[src/rtl/pe_nway_mux_pipe.sv]
// N-way operand selector with fixed-select or round-robin grant and a registered output stage.
// Latency: 1 cycle from input handshake to out_valid; 1 transfer/cycle with out_ready high.
// Backpressure: single register, no skid; in_ready is low whenever the held output is stalled.
module pe_nway_mux_pipe #(
    parameter int WIDTH = 8,
    parameter int N     = 4,
    parameter int SEL_W = 2
) (
    input  logic               clk,
    input  logic               reset,
    input  logic [N*WIDTH-1:0] in_data,
    input  logic [N-1:0]       in_valid,
    output logic [N-1:0]       in_ready,
    input  logic               mode,
    input  logic [SEL_W-1:0]   sel,
    output logic [WIDTH-1:0]   out_data,
    output logic [SEL_W-1:0]   out_src,
    output logic               out_valid,
    input  logic               out_ready
);

    logic [SEL_W-1:0] rr_ptr;
    logic             load_en;
    logic             grant_vld;
    logic [SEL_W-1:0] grant_idx;
    logic [WIDTH-1:0] grant_dat;

    assign load_en = ~out_valid | out_ready;

    always_comb begin
        grant_vld = 1'b0;
        grant_idx = '0;
        if (!mode) begin
            for (int i = 0; i < N; i++) begin
                if (sel == SEL_W'(i) && in_valid[i]) begin
                    grant_vld = 1'b1;
                    grant_idx = SEL_W'(i);
                end
            end
        end else begin
            // Walk the search order backwards so the last hit is the first channel after rr_ptr.
            for (int k = N; k >= 1; k--) begin
                if (in_valid[(int'(rr_ptr) + k) % N]) begin
                    grant_vld = 1'b1;
                    grant_idx = SEL_W'((int'(rr_ptr) + k) % N);
                end
            end
        end
    end

    always_comb begin
        grant_dat = '0;
        for (int i = 0; i < N; i++) begin
            if (grant_idx == SEL_W'(i)) begin
                grant_dat = in_data[i*WIDTH +: WIDTH];
            end
        end
    end

    always_comb begin
        in_ready = '0;
        for (int i = 0; i < N; i++) begin
            in_ready[i] = !reset && load_en && grant_vld && (grant_idx == SEL_W'(i));
        end
    end

    always_ff @(posedge clk) begin
        if (reset) begin
            out_valid <= 1'b0;
            out_data  <= '0;
            out_src   <= '0;
            rr_ptr    <= SEL_W'(N - 1);
        end else if (load_en) begin
            if (grant_vld) begin
                out_valid <= 1'b1;
                out_data  <= grant_dat;
                out_src   <= grant_idx;
                // Fixed-mode traffic leaves the round-robin pointer alone to keep fairness intact.
                if (mode) begin
                    rr_ptr <= grant_idx;
                end
            end else begin
                out_valid <= 1'b0;
            end
        end
    end

endmodule

[config.mk]
export PLATFORM = sky130hd
export DESIGN_NAME = pe_nway_mux_pipe
export DESIGN_NICKNAME = d
export VERILOG_FILES = /design/src/rtl/pe_nway_mux_pipe.sv
export SDC_FILE = /design/constraint.sdc
export NUM_CORES = 1
export LEC_CHECK = 0
export ABC_AREA = 1
export CELL_PAD_IN_SITES_DETAIL_PLACEMENT = 1
export CELL_PAD_IN_SITES_GLOBAL_PLACEMENT = 2
export CORE_UTILIZATION = 19
export CTS_CLUSTER_DIAMETER = 120
export DETAILED_ROUTE_END_ITERATION = 7
export PLACE_DENSITY = 0.74
export SETUP_SLACK_MARGIN = 0.15
export SYNTH_ARGS = -nofsm -noshare
export SYNTH_HDL_FRONTEND = slang
export SYNTH_SLANG_ARGS = --single-unit
[constraint.sdc]
create_clock -name clk -period 1.8 [get_ports clk]
set_input_delay 0.36 -clock clk [delete_from_list [all_inputs] [get_ports clk]]
set_output_delay 0.36 -clock clk [all_outputs]
set_load 0.01 [all_outputs]
# Word level (Yosys, flattened, before mapping)
# Cells that the tools add are included.
# Widths: inputs -> output; s select.
[totals] reg_bits=13 inputBits=42 wordCells=77 output_inout_bits=15
[op_classes] bitwise_logic=6 magnitude_cmp=4 n_mux=34 addsub=4 n_eq_ne=6 n_reduce_logical=19
[ops] op="$mux 8" count=4
[ops] op="$mux 1" count=19
[ops] op="$lt 3x4->1 const B" count=4
[ops] op="$mux 2" count=7
[ops] op="$logic_and 1x1->1" count=10
[ops] op="$bmux 1 s2" count=4
[ops] op="$eq 2x2->1 const B" count=4
[ops] op="$reduce_or 2->1" count=4
[ops] op="$add 2x1->2 const B" count=2
[ops] op="$add 2x2->2 const B" count=2
[ops] op="$and 1x1->1 const A" count=4
[ops] op="$eq 2x1->1 const B" count=2
[ops] op="$logic_not 2->1" count=2
[ops] op="$reduce_and 3->1" count=1
[ops] op="$reduce_and 2->1" count=1
[ops] op="$logic_not 1->1" count=1
[ops] op="$not 1->1" count=1
[ops] op="$or 1x1->1" count=1

# Depth between registers and ports, before layout
[logic_depth] word_depth=16 depth_mapped=16 depth_no_buf=15

# Worst setup path before layout
# Ideal clock, no wire load.
[synth_timing] path_type="input port to output port" from="input port sel[0]" to="output port in_ready[0]" required_time_ns=1.440 t_arrival_ns=1.524 n_path_buf=0 setup_slack_ns=-0.084 stages=6 path_cell_list="inv_1 -> o311ai_4 -> o21ai_2 -> nor2_4 -> nand2_1 -> nor3_1"
[synth_via] elab_chain_len=9 elab_cells_between_ends=20 classes_between="3 x eq/ne; 9 x mux; 8 x reduce/logical"
[synth_rtl] item="start, declared" line="15" source="input logic [SEL_W-1:0] sel,"
[synth_rtl] item="$logic_not 2->1" line="35" source="if (sel == SEL_W'(i) && in_valid[i]) begin"
[synth_rtl] item="$logic_and 1x1->1" line="35"
[synth_rtl] item="$mux 1 (4 in a row)" line="35"
[synth_rtl] item="$mux 1" line="33" source="if (!mode) begin"
[synth_rtl] item="$logic_and 1x1->1" line="63" source="in_ready[i] = !reset && load_en && grant_vld && (grant_idx == SEL_W'(i));"
[synth_rtl] item="$logic_and 1x1->1 *" line="63"
[synth_rtl] item="end, declared" line="13" source="output logic [N-1:0] in_ready,"
# Mark *: on every way between the ends. The rest lies on a longest branch, timed or not.

# Worst setup path in the final report
[layout_timing] from="register rr_ptr[0]" to="output port in_ready[2]"
[layout_via] elab_chain_len=11 elab_cells_between_ends=29 classes_between="4 x add/sub; 1 x eq/ne; 22 x mux; 2 x reduce/logical"
[layout_rtl] item="start, declared" line="22" source="logic [SEL_W-1:0] rr_ptr;"
[layout_rtl] item="start signal, assigned" line="72" source="rr_ptr <= SEL_W'(N - 1);"
[layout_rtl] item="start signal, assigned" line="80" source="rr_ptr <= grant_idx;"
[layout_rtl] item="$add 2x1->2" line="43, 45"
[layout_rtl] item="$bmux 1 s2" line="43" source="if (in_valid[(int'(rr_ptr) + k) % N]) begin"
[layout_rtl] item="$mux 1 (not written as such) (2 in a row)" line="43"
[layout_rtl] item="$mux 2 or $mux 1 (tied branches) (4 in a row)" line="43"
[layout_rtl] item="$mux 2 or $mux 1 (tied branches)" line="33"
[layout_rtl] item="$eq 2x2->1 or $logic_and 1x1->1 (tied branches)" line="63"
[layout_rtl] item="$logic_and 1x1->1 *" line="63"
# Mark *: on every way between the ends. The rest lies on a longest branch, timed or not. The select of a mux whose other input is x is not followed.

==> flow_metrics.py <==
metrics = {
    "pwr": {
        "power.internal_mw": 0.931,
        "ir_worst_vdd_uv": 351,
        "p_seq_frac": 0.235,
        "leakagePower_nw": 1.00,
        "p_sw_mw": 0.608,
        "power_frac_comb": 0.588,
        "sw_frac_of_total": 0.395,
        "power_density_mw_per_mm2": 693,
        "power_mw": 1.54,
        "p_clk_frac": 0.177,
    },
    "routing": {
        "wl_per_cell_um": 13.6,
        "viasPerCell": 4.50,
        "drc": 0,
        "drtPass1Iterations": 4,
        "ant_nets": 0,
        "via_count": 1539,
        "drt-initial-drc-count": 34,
        "routed_wirelength_um": 4660,
    },
    "timing": {
        "fmax_mhz": 449,
        "fin_ws_ns": -0.426,
        "rsz0062_at_grt": "true",
        "finalCritPeriodShare": 1.24,
        "finalSetupViolCount": 13,
        "fin_crit_ns": 2.23,
        "hold_ws_ns": 0.474,
        "slew_violations": 0,
        "tightest_slew_ns": 0.267,
        "slew_headroom": 0.821,
        "finClkSkew_ns": 0.00527,
        "hold_viol": 0,
    },
    "yosys": {
        "ys_seq_area_frac": 0.228,
        "ys_ff_latch": 13,
        "netlist_instances": 184,
        "synth_cell_types": 24,
        "syn_area_mm2": 0.00114,
        "yosysWarnings": 0,
        "synth.avg_cell_area_um2": 6.19,
        "syn-num-nets": 226,
    },
    "final_layout": {
        "drive_above_1_share": 0.337,
        "area_growth_syn_to_layout_pct": 94.8,
        "fill_cells": 690,
        "design_area_mm2": 0.00222,
        "layout_commonest_cell": "clkdlybuf4s50_1",
        "final_core_util": 0.394,
        "nNetsFinal": 313,
        "antennaDiodeCount": 0,
        "most-common-layout-cells": "clkdlybuf4s50_1, nand2_1, buf_4",
        "final_cells": 342,
    },
    "setup_path": {
        "cp_data_arrival_time_ns": 1.87,
        "worst-path-max-fanout": 10,
        "crit_chain": "buf_12 -> nand2_1 -> nand3_2 -> nand2_1 -> inv_1 -> nand2_4 -> nand2_2 -> nand2_2 -> nand3_4 -> nand2_4 -> clkinvlp_4 -> nor3_4 -> buf_2",
        "critPathKind": "register to output port",
        "end_kind": "output port",
        "critPathLaunchType": "register",
        "ff2ff_path_depth": 18,
        "required_ns": 1.44,
        "crit_path_top_delay_cell": "dfxtp_4",
        "cpPeakStageDelay_ns": 0.36,
    },
    "grt": {
        "grt.total_usage": 0.149,
        "grt-ovfl-total": 0,
        "antenna_found_initial": 0,
        "grt_pass1_vias": 1532,
        "use_met2": 0.262,
        "use_met3": 0.0160,
        "grt_max_degree": 17,
        "busiest_layer": "met2",
        "grt_pass1_wl_um": 7270,
        "met1_usage": 0.188,
    },
    "die": {
        "core_area_mm2": 0.00564,
        "num_rows": 27,
        "die_area_mm2": 0.00631,
        "num_io_pins": 57,
        "start_util": 0.202,
        "die_x_um": 79.5,
        "die_h_um": 79.5,
    },
    "clock_tree": {
        "clockBufferDepth": 2,
        "cts.sinks": 13,
        "root_buffer": "clkbuf_8",
        "clk_pin_slew_ns": 0.06,
        "ctsHoldBuffers": 0,
        "clock_latency_ns": 0.25,
        "htree_levels": 1,
        "numCtsBuffers": 3,
        "cts_tree": "built",
    },
    "job": {
        "max_cap_viol_count": 0,
    },
    "min_path": {
        "hold_class": "register to register",
        "min_delay_path_depth": 2,
    },
    "outcome": {
        "failed_checks": "negative setup slack",
        "status": "complete, but fails checks",
    },
    "placement": {
        "dpl-instance-area_mm2": 0.00202,
        "dp.cells": 332,
        "port_buffers": 56,
        "dp_hpwl_um": 3690,
        "gp_congestion": 0.816,
    },
}
[registers in the layout (all words and copies together), names as in the netlist]
register   flops
out_valid      1
rr_ptr         2
out_data       8
out_src        2
[path summary, 6_finish.rpt]
path / start / to / slack, ns
max: rr_ptr[0] / in_ready[2] / -0.43
min: out_data[2] / out_data[2] / 0.47
max reg2reg: rr_ptr[0] / out_data[3] / -0.33
min reg2reg: out_data[2] / out_data[2] / 0.47
[logic make-up (layout without fill, tap and decap cells)]
kind of cell,Yosys count,count (layout),share of synthesized area
and+or+nand+nor,111,111,0.487
AOI/OAI and AO/OA,28,28,0.157
buffers and inverters,32,118,0.127
DFF,13,13,0.228
[metrics by stage]
step / setup TNS [ns] / worst slack, ns
floorplan: 0 / 0.0122
global placement: -10.35 / -1.06
detailed placement: -11.24 / -1.13
CTS: -3.47 / -0.427
global route: -4.99 / -0.504
finish: -3.45 / -0.426
[cell usage after synthesis, drive strengths merged]
library cell	count	area (µm²)
nand2	48	223
nand3	32	183
inv	26	97.6
nor2	20	82.6
o21ai	14	77.6
dfxtp	13	260
a21oi	9	45.0
buf	6	47.5
nand4	6	37.5
nor3	3	15.0
nand3b	2	15.0
o21a	2	15.0
o211ai	1	7.51
o311ai	1	26.3
o31ai	1	7.51
[layer usage]
metal	vias up	share of wire
met5	-	0
met4	0	0.018
met3	6	0.032
met2	30	0.50
met1	724	0.45
li1	779	-
[timing repair]
| action | 4_1_cts | 5_1_grt |
|---|---|---|
| gates resized for setup | 53 | 12 |
| pin swaps | 7 | 7 |
| setup buffers | 5 | 1 |
| setup endpoints to repair | 17 | 17 |
[power by group through the flow]
stage	logic [mW]	registers (mW)	clock network [mW]
6_report	0.905	0.362	0.272
5_1_grt	0.983	0.367	0.295
4_1_cts	0.882	0.363	0.282
3_5_place_dp	0.805	0.367	0
3_3_place_gp	0.795	0.366	0
2_1_floorplan	0.406	0.381	0
[worst max-delay path, delay by kind of cell, from the launching register on]
kind | cells | cell delay (ns)
buf+inv | 4 | 0.49
simple gates | 9 | 0.77
flops | 1 | 0.36
[layout make-up]
cell class / instances / area (µm²) / area share
sequential: 13 / 268 / 0.121
timing repair buffer: 88 / 813 / 0.366
tap: 72 / 90.1 / 0.0406
inverter: 26 / 121 / 0.0546
clock buffer: 4 / 45.0 / 0.0203
multi-input combinational: 139 / 883 / 0.398
(Power assumes the default switching activity.)
